`config.mk`:
```
export PLATFORM = sky130hd
export DESIGN_NAME = i2c_master_mmio
export DESIGN_NICKNAME = d
export VERILOG_FILES = /design/src/rtl/i2c_master_mmio.sv
export SDC_FILE = /design/constraint.sdc
export NUM_CORES = 1
export LEC_CHECK = 0
export CAP_MARGIN = 20
export CORE_MARGIN = 5
export CORE_UTILIZATION = 55
export CTS_CLUSTER_DIAMETER = 40
export DETAILED_ROUTE_END_ITERATION = 10
export PLACE_DENSITY = 0.95
export SYNTH_ARGS = -nofsm -noshare
export SYNTH_HDL_FRONTEND = slang
export SYNTH_SLANG_ARGS = --single-unit
```
`constraint.sdc`:
```
create_clock -name clk -period 10.8 [get_ports clk]
set_input_delay 2.16 -clock clk [delete_from_list [all_inputs] [get_ports clk]]
set_output_delay 2.16 -clock clk [all_outputs]
set_load 0.01 [all_outputs]
```
`src/rtl/i2c_master_mmio.sv`:
```
// Memory-mapped single-byte I2C master.
// A GO write launches one transaction: optional START, eight data bits, an
// ACK slot, and optional STOP. Every bus phase is split into four quarters
// whose length is set by the DIV register. The bus pins are registered and
// change only on quarter boundaries.
module i2c_master_mmio #(
  parameter logic [31:0] BASE_ADDR   = 32'h0000_1000,
  parameter logic [15:0] DEFAULT_DIV = 16'd50
) (
  input  logic        clk,
  input  logic        reset,
  input  logic [31:0] addr,
  input  logic [31:0] wdata,
  input  logic        memwrite,
  output logic [31:0] rdata,
  output logic        scl,
  output logic        sda_oe,
  input  logic        sda_in,
  output logic        busy
);

  typedef enum logic [2:0] {
    S_IDLE,
    S_START,
    S_BIT,
    S_ACK,
    S_STOP
  } state_e;

  localparam logic [2:0] OFF_CTRL   = 3'd0;
  localparam logic [2:0] OFF_TXDATA = 3'd1;
  localparam logic [2:0] OFF_RXDATA = 3'd2;
  localparam logic [2:0] OFF_STATUS = 3'd3;
  localparam logic [2:0] OFF_DIV    = 3'd4;

  // CTRL field positions
  localparam int C_START  = 0;
  localparam int C_STOP   = 1;
  localparam int C_READ   = 2;
  localparam int C_ACKVAL = 3;
  localparam int C_GO     = 4;

  // Architectural registers
  logic [3:0]  ctrl_q;
  logic [7:0]  txdata_q;
  logic [7:0]  rxdata_q;
  logic [15:0] div_q;
  logic        busy_q;
  logic        done_q;
  logic        ack_err_q;

  // Sequencer state
  state_e      state_q, state_d;
  logic [1:0]  quarter_q, quarter_d;
  logic [2:0]  idx_q, idx_d;
  logic [15:0] qcnt_q;
  logic        scl_q;
  logic        sda_oe_q;

  // Decoded bus-side signals
  logic        hit;
  logic [2:0]  offset;
  logic        wr_ctrl;
  logic        wr_txdata;
  logic        wr_div;
  logic        go;
  logic [15:0] div_m1;
  logic        tick;
  logic        finish;

  // Address bits [1:0] and the upper store-data bits carry no information.
  logic unused_bits;
  assign unused_bits = ^{addr[1:0], wdata[31:16]};

  assign hit       = (addr[31:5] == BASE_ADDR[31:5]);
  assign offset    = addr[4:2];
  assign wr_ctrl   = memwrite && hit && (offset == OFF_CTRL);
  assign wr_txdata = memwrite && hit && (offset == OFF_TXDATA);
  assign wr_div    = memwrite && hit && (offset == OFF_DIV);
  assign go        = wr_ctrl && wdata[C_GO] && !busy_q;

  // DIV=0 is treated as DIV=1, so the terminal count is 0 for both.
  assign div_m1 = (div_q == 16'd0) ? 16'd0 : (div_q - 16'd1);
  assign tick   = busy_q && (qcnt_q == div_m1);

  // Last quarter of the final phase: ACK without STOP, or STOP itself.
  assign finish = tick && (quarter_q == 2'd3) &&
                  (((state_q == S_ACK) && !ctrl_q[C_STOP]) || (state_q == S_STOP));

  // Bus levels {scl, sda_oe} to present during quarter q of phase st.
  function automatic logic [1:0] bus_levels(
    input state_e     st,
    input logic [1:0] q,
    input logic [2:0] idx,
    input logic       rd,
    input logic       ackval,
    input logic [7:0] tx
  );
    logic sda;
    logic scl_hi;
    bus_levels = 2'b10;
    scl_hi     = (q == 2'd1) || (q == 2'd2);
    case (st)
      S_START: begin
        case (q)
          2'd0, 2'd1: bus_levels = 2'b10;
          2'd2:       bus_levels = 2'b11;
          default:    bus_levels = 2'b01;
        endcase
      end
      S_BIT: begin
        sda        = rd ? 1'b0 : ~tx[idx];
        bus_levels = {scl_hi, sda};
      end
      S_ACK: begin
        sda        = rd ? ~ackval : 1'b0;
        bus_levels = {scl_hi, sda};
      end
      S_STOP: begin
        case (q)
          2'd0:    bus_levels = 2'b01;
          2'd1:    bus_levels = 2'b11;
          default: bus_levels = 2'b10;
        endcase
      end
      default: bus_levels = 2'b10;
    endcase
  endfunction

  // Position (phase, quarter, bit index) the sequencer moves to on this edge.
  // NOTE: every output of a combinational block gets a default first so no
  // path leaves it unassigned, which would otherwise infer a latch.
  always_comb begin
    state_d   = state_q;
    quarter_d = quarter_q;
    idx_d     = idx_q;
    if (go) begin
      state_d   = wdata[C_START] ? S_START : S_BIT;
      quarter_d = 2'd0;
      idx_d     = 3'd7;
    end else if (tick) begin
      if (quarter_q != 2'd3) begin
        quarter_d = quarter_q + 2'd1;
      end else begin
        quarter_d = 2'd0;
        case (state_q)
          S_START: begin
            state_d = S_BIT;
            idx_d   = 3'd7;
          end
          S_BIT: begin
            state_d = (idx_q == 3'd0) ? S_ACK : S_BIT;
            idx_d   = idx_q - 3'd1;
          end
          S_ACK:   state_d = ctrl_q[C_STOP] ? S_STOP : S_IDLE;
          S_STOP:  state_d = S_IDLE;
          default: state_d = S_IDLE;
        endcase
      end
    end
  end

  // Register file, quarter timer, sequencer and registered bus pins.
  // NOTE: state registers use non-blocking assignments so every register
  // samples values from before the edge, independent of statement order.
  always_ff @(posedge clk) begin
    if (reset) begin
      ctrl_q    <= 4'd0;
      txdata_q  <= 8'd0;
      rxdata_q  <= 8'd0;
      div_q     <= DEFAULT_DIV;
      busy_q    <= 1'b0;
      done_q    <= 1'b0;
      ack_err_q <= 1'b0;
      state_q   <= S_IDLE;
      quarter_q <= 2'd0;
      idx_q     <= 3'd0;
      qcnt_q    <= 16'd0;
      scl_q     <= 1'b1;
      sda_oe_q  <= 1'b0;
    end else begin
      // Configuration is frozen for the whole transaction.
      if (!busy_q) begin
        if (wr_ctrl)   ctrl_q   <= wdata[3:0];
        if (wr_txdata) txdata_q <= wdata[7:0];
        if (wr_div)    div_q    <= wdata[15:0];
      end

      if (go) begin
        busy_q    <= 1'b1;
        done_q    <= 1'b0;
        ack_err_q <= 1'b0;
        qcnt_q    <= 16'd0;
        state_q   <= state_d;
        quarter_q <= quarter_d;
        idx_q     <= idx_d;
        // CTRL is being latched on this same edge, so use the store data.
        {scl_q, sda_oe_q} <= bus_levels(state_d, quarter_d, idx_d,
                                        wdata[C_READ], wdata[C_ACKVAL], txdata_q);
      end else if (busy_q) begin
        qcnt_q <= tick ? 16'd0 : (qcnt_q + 16'd1);
        if (tick) begin
          state_q   <= state_d;
          quarter_q <= quarter_d;
          idx_q     <= idx_d;
          if (finish) begin
            busy_q <= 1'b0;
            done_q <= 1'b1;
            // After STOP the bus is idle; otherwise hold SCL low, SDA released.
            {scl_q, sda_oe_q} <= {(state_q == S_STOP), 1'b0};
          end else begin
            {scl_q, sda_oe_q} <= bus_levels(state_d, quarter_d, idx_d,
                                            ctrl_q[C_READ], ctrl_q[C_ACKVAL], txdata_q);
          end
          // Sample point is the start of quarter 2, mid SCL-high.
          if (quarter_q == 2'd1) begin
            if ((state_q == S_BIT) && ctrl_q[C_READ])  rxdata_q[idx_q] <= sda_in;
            if ((state_q == S_ACK) && !ctrl_q[C_READ]) ack_err_q       <= sda_in;
          end
        end
      end
    end
  end

  // Combinational read mux; misses and unused offsets return zero.
  always_comb begin
    rdata = 32'd0;
    if (hit) begin
      case (offset)
        OFF_CTRL:   rdata = {28'd0, ctrl_q};
        OFF_TXDATA: rdata = {24'd0, txdata_q};
        OFF_RXDATA: rdata = {24'd0, rxdata_q};
        OFF_STATUS: rdata = {29'd0, done_q, ack_err_q, busy_q};
        OFF_DIV:    rdata = {16'd0, div_q};
        default:    rdata = 32'd0;
      endcase
    end
  end

  assign scl    = scl_q;
  assign sda_oe = sda_oe_q;
  assign busy   = busy_q;

endmodule
```
-- Yosys cells after proc, flatten, opt, wreduce, memory -nomap -nowiden
Index checks and enable logic that the tools add are counted.
W data, S select, Z words.
- add/subtract/negate cells: 4
- $mul: 0
- div/mod/pow operators: 0
- order comparisons: 3
- equality and inequality tests: 19
- shift-type cells: 0
- multiplexer cells: 52
- bitwise operators: 5
- reductions and logical operators: 33
- operator list (kind ; number):
    $pmux W16 S5 ; 1
    $mux W16 ; 3
    $mux W3 ; 13
    $eq A27 B8 Y1 const B ; 1
    $mux W1 ; 19
    $eq A3 B2 Y1 const B ; 6
    $add A16 B1 Y16 const B ; 1
    $eq A16 B16 Y1 ; 1
    $logic_not A16 Y1 ; 1
    $pmux W2 S4 ; 2
    $sub A16 B1 Y16 const B ; 1
    $mux W2 ; 7
    $logic_and A1 B1 Y1 ; 13
    $eq A3 B1 Y1 const B ; 3
    $eq A3 B3 Y1 const B ; 3
    $pmux W3 S3 ; 1
    $bwmux W8 ; 1
    $lt A3 B4 Y1 const B ; 2
    $pmux W2 S2 ; 2
    $reduce_and A2 Y1 ; 4
    $logic_not A3 Y1 ; 2
    $pmux W3 S2 ; 1
    $not A1 Y1 ; 5
    $reduce_and A5 Y1 ; 1
    15 further kinds ; 22
- register bits: 65
- latch bits: 0
- memory bits (writable): 0
- memory bits (read-only): 0
- input port bits: 68
- output and inout bits: 35
- word-level logic and storage cells: 129
- memories: 0

-- Depth between registers and ports, before layout
Gate-level depths: netlist of the first run.
- depth after elaboration: 15
- mapped depth: 19
- mapped depth without buffers: 16

-- Worst setup path before layout of the first run
No wires, ideal clock.
- path kind: in2out
- start: input port addr[20]
- end: output port rdata[10]
- arrival time: 3.337 ns
- required time: 8.640 ns
- setup slack: 5.303 ns
- stages on the path: 6
- path buffers: 1
- path through: nor4b_1 > and4_1 > nand4_1 > nor3_1 > clkbuf_1 > and3_1
- longest elaborated chain between the ends: 2
- ends and longest elaborated chain (what ; line ; RTL):
    from (decl) ; 12 ; input logic [31:0] addr,
    $eq A27 B8 Y1 ; 75 ; assign hit = (addr[31:5] == BASE_ADDR[31:5]);
    $mux W16 ; 228 ; if (hit) begin
    to (decl) ; 15 ; output logic [31:0] rdata,
Every way passes these cells.

-- Final worst setup path of the first run
- start: input port addr[23]
- end: output port rdata[11]
The elaborated chain is that of the path after synthesis.

==> results of run 1 <==
[cells by family (layout without fill, tap and decap cells)]
group / after synthesis / in the layout
xor gates and xnor gates: 30 / 30
buffers and inverters: 68 / 105
other: 1 / 16
adders and majority gates: 9 / 9
and+or+nand+nor: 268 / 268
DFF: 65 / 65
muxes: 38 / 38
AOI/OAI and AO/OA: 93 / 93
[worst max-delay path by stage]
stage                endpoint  slack, ns  cells past startpoint
floorplan           rdata[10]       5.30                      6
finish              rdata[11]       3.68                      7
CTS                 rdata[12]       3.74                      7
global route        rdata[10]       3.55                      7
detailed placement  rdata[12]       3.76                      7
global placement    rdata[11]       3.81                      7
[report_power, final]
| part | internal, mW | switching [mW] | total [mW] |
|---|---|---|---|
| Combinational | 0.0180 | 0.0164 | 0.0344 |
| Clock | 0.130 | 0.0994 | 0.229 |
| Sequential | 0.239 | 0.000000000182 | 0.239 |
| Total | 0.387 | 0.116 | 0.503 |
[state kept, by name, summed over array words and instances, names as in the netlist]
name	flops
qcnt_q	16
sda_oe	1
ack_err_q	1
div_q	16
rxdata_q	8
quarter_q	2
done_q	1
state_q	3
busy	1
scl	1
txdata_q	8
idx_q	3
ctrl_q	4
[critical path: cells and delay by family]
kind,cells,cell delay (ns)
buffers and inverters,2,0.96
and+or+nand+nor,5,1.84
[synth_stat cells (3+ instances only)]
master | count | area share
o31ai_1 | 6 | 0.010
a22oi_1 | 11 | 0.019
xor2_1 | 15 | 0.030
nor3_1 | 13 | 0.015
nand2_1 | 60 | 0.051
or4_1 | 6 | 0.010
a31oi_1 | 8 | 0.011
nand4_1 | 11 | 0.016
and2_1 | 3 | 0.0042
ha_1 | 9 | 0.025
xnor2_1 | 15 | 0.030
nor2_1 | 77 | 0.065
and4_1 | 4 | 0.0079
inv_1 | 18 | 0.015
buf_4 | 17 | 0.029
a21oi_1 | 28 | 0.032
dfxtp_1 | 65 | 0.29
a211o_1 | 3 | 0.0059
o22a_1 | 3 | 0.0059
clkbuf_1 | 28 | 0.024
mux2i_1 | 29 | 0.066
and3_1 | 13 | 0.018
nor2b_1 | 7 | 0.0099
nand3_1 | 21 | 0.024
nor4_2 | 4 | 0.011
nand2b_1 | 10 | 0.014
nor4_1 | 12 | 0.017
nand3b_1 | 4 | 0.0068
o21ai_0 | 16 | 0.018
mux2_2 | 8 | 0.020
or3_1 | 5 | 0.0071
[layout make-up]
class | count | share of cell area
sequential | 65 | 0.2470
multi-input combinational | 454 | 0.5404
timing repair buffer | 71 | 0.1342
tap | 102 | 0.02423
clock inverter | 7 | 0.01781
clock buffer | 9 | 0.02352
inverter | 18 | 0.01283
[through the flow]
step | cell area [sq um] | power, mW
after global placement | 5039 | 0.2782
after global routing | 5268 | 0.5175
after floorplan | 4484 | 0.2614
after CTS | 5256 | 0.5036
final | 5268 | 0.5031
after detailed placement | 5039 | 0.2787
[routing by layer]
metal | vias to the layer above | wire (microns) | track usage
li1 | 2087 | - | -
met1 | 2105 | 5026 | 0.3062
met2 | 287 | 5756 | 0.4017
met3 | 57 | 1118 | 0.05119
met4 | 0 | 514 | 0.1229
met5 | - | 0 | 0
==> reports/results.tsv, run 1 <==
stage	metric	value	unit
clock_tree	cts_tree	built	
yosys	synthArstFlopShare	0	
clock_tree	cts_buffers	9	
clock_tree	numClockSinks	65	
floorplanning	start_util	0.5701	
final_layout	fin_cells	726	
clock_tree	cts-root-buf	clkbuf_8	
final_layout	antenna_cells	0	
sta	period_minus_slack	7.118	ns
yosys	ys_warn_count	0	
setup_path	startpoint	addr[23]	
placed_design	dp.cells	709	
clock_tree	clk_latency	0.35	ns
sta	min_period_over_period	0.6591	
clock_tree	ctsHoldBuffers	0	
final_layout	seqCellArea	1301	sq um
setup_path	critical_path_class	input pin to output pin	
flow_run	maxCapViolCount	0	
final_layout	area_delta_synth_final	18.96	%
final_layout	mostFrequentLayoutCell	nor2_1	
worst_hold_path	hold_depth	2	
setup_path	r2r-end	scl	
yosys	synth_top_family_by_area	simple AND/OR/NAND/NOR gates	
yosys	synth_fa_ha_area_frac	0.02543	
sta	worst_pin_slew	1.106	ns
yosys	ys_seq_elements	65	
clock_tree	cts_setup_buffers	0	
yosys	yosys.area_share.simple	0.3125	
floorplanning	coreArea	7767	sq um
yosys	syn-mean-instance-area	7.741	sq um
floorplanning	die_x	99.73	microns
status	outcome	finished clean	
setup_path	slowest_delay	0.88	ns
floorplanning	ios	103	
setup_path	cp_max_fo	11	
power_and_ir_drop	power_density	95.50	nW/um^2
final_layout	finish.utilization	0.6782	
worst_hold_path	hold_start	ack_err_q	
worst_hold_path	hold_path_end	ack_err_q	
sta	hold_viol	0	
final_layout	multi_input_area	2846	sq um
detailed_routing	drc	0	
sta	relSlewSlack	0.2569	
yosys	ys.flop_type	dfxtp_1	
final_layout	fillers	604	
sta	setup_ws	3.682	ns
detailed_routing	ant_nets	0	
detailed_routing	dr.first_iter.drc_count	460	
yosys	synth.distinct_cells	65	
sta	holdWs	0.4975	ns
floorplanning	die_area	9945	sq um
detailed_routing	firstDrtPassIters	7	
worst_hold_path	worst_hold_path_type	flip-flop to flip-flop	
global_route	grt_max_degree	49	
global_route	grt_use_total	0.2461	
setup_path	cp_common_cell	clkdlybuf4s50_1	
detailed_routing	viasPerCell	6.248	
floorplanning	fp-row-count	32	
global_route	antenna_found_initial	0	
setup_path	cp_cell_sequence	clkdlybuf4s50_1 > nor4_1 > and4_1 > nand4_1 > nor3_1 > and3_1 > clkdlybuf4s50_1	
placed_design	hpwl	9166	microns
setup_path	end_kind	output pin	
sta	rsz0062_at_grt	false	
detailed_routing	wl	12420	microns
placed_design	io_buffer_count	68	
setup_path	start_kind	input pin	
sta	worst_clock_skew	0.01078	ns
floorplanning	die_h	99.73	microns
sta	max_freq	140.5	MHz
final_layout	drive_gt1_frac	0.06250	
setup_path	critPathArrivalTime	4.96	ns
setup_path	reg2reg_slack	6.18	ns
sta	setup_violations	0	
clock_tree	cts.clk_slew.worst_paths	0.07	ns
sta	setup-tns-final	0	ns
final_layout	mostFrequentLayoutCells	nor2_1, clkdlybuf4s50_1, dfxtp_1, nand2_1, mux2i_1	
detailed_routing	num_vias	4536	
global_route	grt_pass1_vias	4225	
power_and_ir_drop	ir_worst_vdd	0.05940	mV
global_route	grt_pass1_wl	20090	microns
global_route	overflow	0	
setup_path	rr_worst_depth	14	
power_and_ir_drop	leakage	1.922	nW
setup_path	critPathSlowestCell	nor3_1	
yosys	synth_area	4428	sq um
yosys	muxShareOfSynthArea	0.09099	
yosys	synth-edff-count	0	
yosys	synth_compound_area_frac	0.1410	
yosys	yosysSeqAreaShare	0.2939	
detailed_routing	wl_per_cell	17.10	microns
placed_design	place.gp.congestion	0.9939	
placed_design	place_ws	3.763	ns
yosys	synth_xor_area_frac	0.05934	
clock_tree	cts_resized	0	
clock_tree	cts_buffer_depth	2	
clock_tree	htree_levels	3	
setup_path	r2r-start	div_q[0]	
sta	slew_viol_final	0	
yosys	syn_inst	572	
final_layout	finalNetCount	696	
setup_path	worst_ep_required_time	8.64	ns
No activity file was read; power rests on OpenSTA's default activity.
==> run 2, diff against run 1 <==
--- a/config.mk
+++ b/config.mk
@@ -7,10 +7,10 @@
 export LEC_CHECK = 0
 export CAP_MARGIN = 20
 export CORE_MARGIN = 5
-export CORE_UTILIZATION = 55
+export CORE_UTILIZATION = 46
 export CTS_CLUSTER_DIAMETER = 40
 export DETAILED_ROUTE_END_ITERATION = 10
-export PLACE_DENSITY = 0.95
+export PLACE_DENSITY = 0.86
 export SYNTH_ARGS = -nofsm -noshare
 export SYNTH_HDL_FRONTEND = slang
 export SYNTH_SLANG_ARGS = --single-unit
==> constraint.sdc (replaced) <==
create_clock -name clk -period 6.1 [get_ports clk]
set_input_delay 1.22 -clock clk [delete_from_list [all_inputs] [get_ports clk]]
set_output_delay 1.22 -clock clk [all_outputs]
set_load 0.01 [all_outputs]
==> run 2 against run 1 <==
Final area increased by 0.40%; clock skew increased by 0.00092 ns; routed wire length decreased by 2.1%; non-clock buffer count increased by 2; clock-buffer cell count unchanged.
==> reports/results.tsv, run 2 (same netlist as run 1, synthesis figures left out) <==
stage	metric	value	unit
status	outcome	finished clean	
final_layout	finalNetCount	698	
sta	hold_viol	0	
final_layout	area_delta_synth_final	19.44	%
sta	rsz0062_at_grt	false	
setup_path	critical_path_class	input pin to output pin	
setup_path	start_kind	input pin	
final_layout	mostFrequentLayoutCells	nor2_1, clkdlybuf4s50_1, dfxtp_1, nand2_1, mux2i_1	
sta	holdWs	0.4872	ns
final_layout	finish.utilization	0.5670	
flow_run	maxCapViolCount	0	
setup_path	cp_max_fo	19	
placed_design	place_ws	1.316	ns
worst_hold_path	worst_hold_path_type	flip-flop to flip-flop	
final_layout	reg_top3	div_q (16), qcnt_q (16)	
floorplanning	ios	103	
clock_tree	ctsHoldBuffers	0	
sta	setup_violations	0	
setup_path	critPathArrivalTime	3.62	ns
detailed_routing	dr.first_iter.drc_count	363	
power_and_ir_drop	pwr-share-comb	0.071	
floorplanning	die_area	11690	sq um
final_layout	fillers	843	
clock_tree	htree_levels	3	
placed_design	io_buffer_count	68	
final_layout	mostFrequentLayoutCell	nor2_1	
power_and_ir_drop	ir_worst_vdd	0.1173	mV
clock_tree	cts_setup_buffers	0	
placed_design	place.gp.congestion	0.9431	
setup_path	critPathSlowestCell	clkdlybuf4s50_1	
setup_path	cp_cell_sequence	clkdlybuf4s50_1 > nor2b_1 > a22oi_1 > o22a_1 > nor2_1 > clkdlybuf4s50_1	
power_and_ir_drop	power_density	160.7	nW/um^2
clock_tree	numClockSinks	65	
setup_path	crit_family	buffers and inverters	
final_layout	drive_gt1_frac	0.06550	
detailed_routing	ant_nets	0	
sta	setup-tns-final	0	ns
global_route	met3_usage	0.04418	
clock_tree	cts_tree	built	
detailed_routing	wl_per_cell	16.09	microns
sta	period_minus_slack	4.837	ns
global_route	antenna_found_initial	0	
setup_path	cp_common_cell	clkdlybuf4s50_1	
detailed_routing	viasPerCell	5.766	
power_and_ir_drop	seq_power_share	0.499	
detailed_routing	wl	12150	microns
setup_path	startpoint	addr[4]	
clock_tree	cts_buffers	9	
detailed_routing	drc	0	
final_layout	design_area	5289	sq um
sta	worst_clock_skew	0.01170	ns
setup_path	cp.buffers_inverters	2	
power_and_ir_drop	total_power	0.8501	mW
floorplanning	start_util	0.4747	
setup_path	worst_ep_required_time	4.88	ns
setup_path	reg2reg_slack	1.58	ns
power_and_ir_drop	netSwitchingFraction	0.2422	
power_and_ir_drop	leakage	1.926	nW
clock_tree	cts_buffer_depth	2	
floorplanning	coreArea	9328	sq um
placed_design	dp.cells	738	
global_route	grt_pass1_wl	19750	microns
global_route	met2_usage	0.3464	
global_route	overflow	0	
detailed_routing	num_vias	4353	
setup_path	r2r-start	div_q[0]	
placed_design	place_area	5087	sq um
floorplanning	fp-row-count	35	
placed_design	hpwl	9260	microns
sta	slew_viol_final	0	
global_route	grt-busiest-layer	met2	
sta	worst_pin_slew	0.8734	ns
sta	setup_ws	1.263	ns
clock_tree	cts_resized	0	
sta	relSlewSlack	0.4178	
clock_tree	cts.clk_slew.worst_paths	0.07	ns
setup_path	slowest_delay	0.73	ns
sta	max_freq	206.7	MHz
clock_tree	cts-root-buf	clkbuf_8	
setup_path	end_kind	output pin	
floorplanning	die_x	108.1	microns
clock_tree	clk_latency	0.35	ns
power_and_ir_drop	p_sw	0.2059	mW
detailed_routing	firstDrtPassIters	5	
power_and_ir_drop	p_int	0.6442	mW
sta	min_period_over_period	0.7929	
final_layout	fin_cells	755	
global_route	grt_max_degree	49	
floorplanning	die_h	108.1	microns
global_route	grt_pass1_vias	4135	
global_route	use_met1	0.2677	
final_layout	antenna_cells	0	
global_route	grt_use_total	0.2100	
power_and_ir_drop	pwr-share-clk	0.430	
worst_hold_path	hold_start	done_q	
==> run 2: cell type report <==
class                      instances  area [sq um]  area share
tap                              129         161.4     0.03052
inverter                          18         67.56     0.01278
sequential                        65          1301      0.2460
multi-input combinational        454          2846      0.5382
clock buffer                       9         123.9     0.02342
timing repair buffer              73         718.2      0.1358
clock inverter                     7         70.07     0.01325
==> run 2: final timing paths <==
| kind | endpoint | depth (start not counted) |
|---|---|---|
| worst max register to register | scl | 14 |
| worst min register to register | done_q | 1 |
| worst min-delay path | done_q | 1 |
| worst max-delay path | rdata[0] | 6 |
==> run 2: metal layers <==
layer,up-vias,part of all wire
met5,-,0
met4,0,0.033
met3,40,0.078
met2,208,0.47
met1,2013,0.42
li1,2092,-
==> run 2: power groups by stage <==
stage	clock, mW	sequential [mW]	combinational, mW
after floorplan	0	0.434	0.0289
after global placement	0	0.434	0.0589
after detailed placement	0	0.434	0.0600
after CTS	0.370	0.424	0.0601
after global routing	0.391	0.424	0.0643
final	0.365	0.424	0.0607
==> run 2: worst reg2reg max path, delay by kind of cell, from the launching register on <==
kind | cells | cell delay, ns
adders and majority gates | 2 | 0.57
muxes | 1 | 0.45
DFF | 1 | 0.39
and+or+nand+nor | 6 | 2.39
buffers and inverters | 1 | 0.11
AOI/OAI and AO/OA | 4 | 0.55
==> run 3, diff against run 2 <==
--- a/config.mk
+++ b/config.mk
@@ -7,10 +7,10 @@
 export LEC_CHECK = 0
 export CAP_MARGIN = 20
 export CORE_MARGIN = 5
-export CORE_UTILIZATION = 46
+export CORE_UTILIZATION = 51
 export CTS_CLUSTER_DIAMETER = 40
 export DETAILED_ROUTE_END_ITERATION = 10
-export PLACE_DENSITY = 0.86
+export PLACE_DENSITY = 0.9
 export SYNTH_ARGS = -nofsm -noshare
 export SYNTH_HDL_FRONTEND = slang
 export SYNTH_SLANG_ARGS = --single-unit
==> constraint.sdc (replaced) <==
create_clock -name clk -period 5 [get_ports clk]
set_input_delay 1 -clock clk [delete_from_list [all_inputs] [get_ports clk]]
set_output_delay 1 -clock clk [all_outputs]
set_load 0.01 [all_outputs]
==> run 3 against run 2 <==
Worst setup slack got worse by 0.77 ns; non-clock buffer count is 2 higher; clock power increased by 38%; critical path type is now flip-flop to flip-flop; largest power group unchanged.
==> reports/results.tsv, run 3 (same netlist as run 1, synthesis figures left out) <==
stage	metric	value	unit
power_and_ir_drop	ir_worst_vdd	0.1116	mV
setup_path	cp_common_cell	ha_1	
sta	max_freq	222.0	MHz
final_layout	mostFrequentLayoutCell	nor2_1	
setup_path	cp_cell_sequence	inv_1 > ha_1 > or3b_1 > or3_1 > and2_4 > or4_1 > o211a_1 > or3_4 > or2_0 > mux2_2 > ha_1 > a2bb2oi_1 > a21oi_1 > o21ai_0	
detailed_routing	drc	0	
worst_hold_path	worst_hold_path_type	flip-flop to flip-flop	
global_route	antenna_found_initial	0	
sta	period_minus_slack	4.505	ns
placed_design	hpwl	9216	microns
setup_path	critical_path_class	flip-flop to flip-flop	
detailed_routing	dr.first_iter.drc_count	272	
clock_tree	cts_resized	0	
clock_tree	clk_latency	0.36	ns
power_and_ir_drop	seq_power_share	0.472	
final_layout	fillers	760	
final_layout	drive_gt1_frac	0.06688	
global_route	overflow	0	
power_and_ir_drop	p_sw	0.2555	mW
clock_tree	cts_setup_buffers	0	
final_layout	finish.utilization	0.6171	
floorplanning	fp-row-count	34	
global_route	grt_pass1_vias	4271	
sta	worst_pin_slew	0.8694	ns
final_layout	finalNetCount	700	
sta	rsz0062_at_grt	false	
sta	worst_clock_skew	0.01313	ns
final_layout	antenna_cells	0	
sta	holdWs	0.5034	ns
clock_tree	cts.clk_slew.worst_paths	0.08	ns
floorplanning	start_util	0.5153	
sta	slew_viol_final	0	
global_route	grt_use_total	0.2372	
power_and_ir_drop	leakage	1.947	nW
power_and_ir_drop	p_int	0.8403	mW
floorplanning	die_h	103.2	microns
clock_tree	ctsHoldBuffers	0	
detailed_routing	ant_nets	0	
setup_path	worst_ep_required_time	5.28	ns
clock_tree	numClockSinks	65	
detailed_routing	viasPerCell	5.887	
power_and_ir_drop	pwr-share-clk	0.460	
placed_design	place.gp.congestion	0.9327	
detailed_routing	wl_per_cell	16.38	microns
sta	min_period_over_period	0.9011	
detailed_routing	wl	12060	microns
floorplanning	die_x	103.2	microns
sta	setup-tns-final	0	ns
detailed_routing	num_vias	4333	
setup_path	cp_max_fo	14	
power_and_ir_drop	total_power	1.096	mW
final_layout	reg_top3	div_q (16), qcnt_q (16)	
clock_tree	cts_tree	built	
setup_path	start_kind	flip-flop	
floorplanning	die_area	10650	sq um
global_route	grt_pass1_wl	20130	microns
clock_tree	cts-root-buf	clkbuf_8	
setup_path	critPathArrivalTime	4.79	ns
setup_path	slowest_delay	0.53	ns
final_layout	mostFrequentLayoutCells	nor2_1, clkdlybuf4s50_1, dfxtp_1, nand2_1, mux2i_1	
clock_tree	htree_levels	3	
detailed_routing	firstDrtPassIters	6	
setup_path	critPathSlowestCell	or2_0	
sta	setup_violations	0	
global_route	grt_max_degree	48	
clock_tree	cts_buffer_depth	2	
status	outcome	finished clean	
setup_path	end_kind	flip-flop	
floorplanning	coreArea	8593	sq um
power_and_ir_drop	netSwitchingFraction	0.2332	
sta	relSlewSlack	0.4204	
sta	hold_viol	0	
power_and_ir_drop	power_density	206.6	nW/um^2
clock_tree	cts_buffers	9	
final_layout	area_delta_synth_final	19.75	%
placed_design	io_buffer_count	68	
power_and_ir_drop	pwr-share-comb	0.068	
flow_run	maxCapViolCount	0	
floorplanning	ios	103	
[run 3: cell type report]
type	count	area [sq um]	share of cell area
well taps	108	135.1	0.02548
flip-flops and latches	65	1301	0.2454
clock inverters	6	91.34	0.01723
inverters	18	67.56	0.01274
repair buffers	75	733.2	0.1383
multi-input cells	454	2846	0.5368
clock buffers	10	127.6	0.02407
[run 3: power by group through the flow]
stage | logic, mW | registers, mW | clock network (mW)
2_1_floorplan | 0.0353 | 0.529 | 0
3_3_place_gp | 0.0724 | 0.529 | 0
3_5_place_dp | 0.0734 | 0.529 | 0
4_1_cts | 0.0736 | 0.517 | 0.513
5_1_grt | 0.0800 | 0.517 | 0.538
6_report | 0.0744 | 0.517 | 0.504
[run 3: critical path: cells and delay by family (launching register included)]
family / cells / cell delay, ns
AND/OR/NAND/NOR: 6 / 2.37
multiplexers: 1 / 0.44
buffers and inverters: 1 / 0.12
flip-flops: 1 / 0.39
AO/OA/AOI/OAI: 4 / 0.55
adder cells (fa/ha/maj): 2 / 0.56
[run 3: final timing paths]
path,slack [ns],from,to,cells after the start
max reg2reg,0.49,div_q[0],scl,14
min,0.50,rxdata_q[1],rxdata_q[1],2
min reg2reg,0.50,rxdata_q[1],rxdata_q[1],2
max,0.49,div_q[0],scl,14
[run 3: stage by stage]
| stage | setup slack (ns) | instance area [sq um] | cells |
|---|---|---|---|
| finish | 0.4947 | 5303 | 736 |
| global route | 0.2530 | 5303 | 736 |
| CTS | 0.5180 | 5303 | 736 |
| detailed placement | 0.5412 | 5084 | 720 |
| global placement | 0.6082 | 5084 | 720 |
| floorplan | 0.9698 | 4484 | 587 |
[run 3: layer usage]
layer	up-vias	global-route usage	share of wire	wire length [microns]
met1	2038	0.2921	0.43	5188
li1	2090	-	-	-
met5	-	0	0	0
met4	0	0.08466	0.025	300
met2	181	0.4045	0.48	5835
met3	24	0.05567	0.061	733
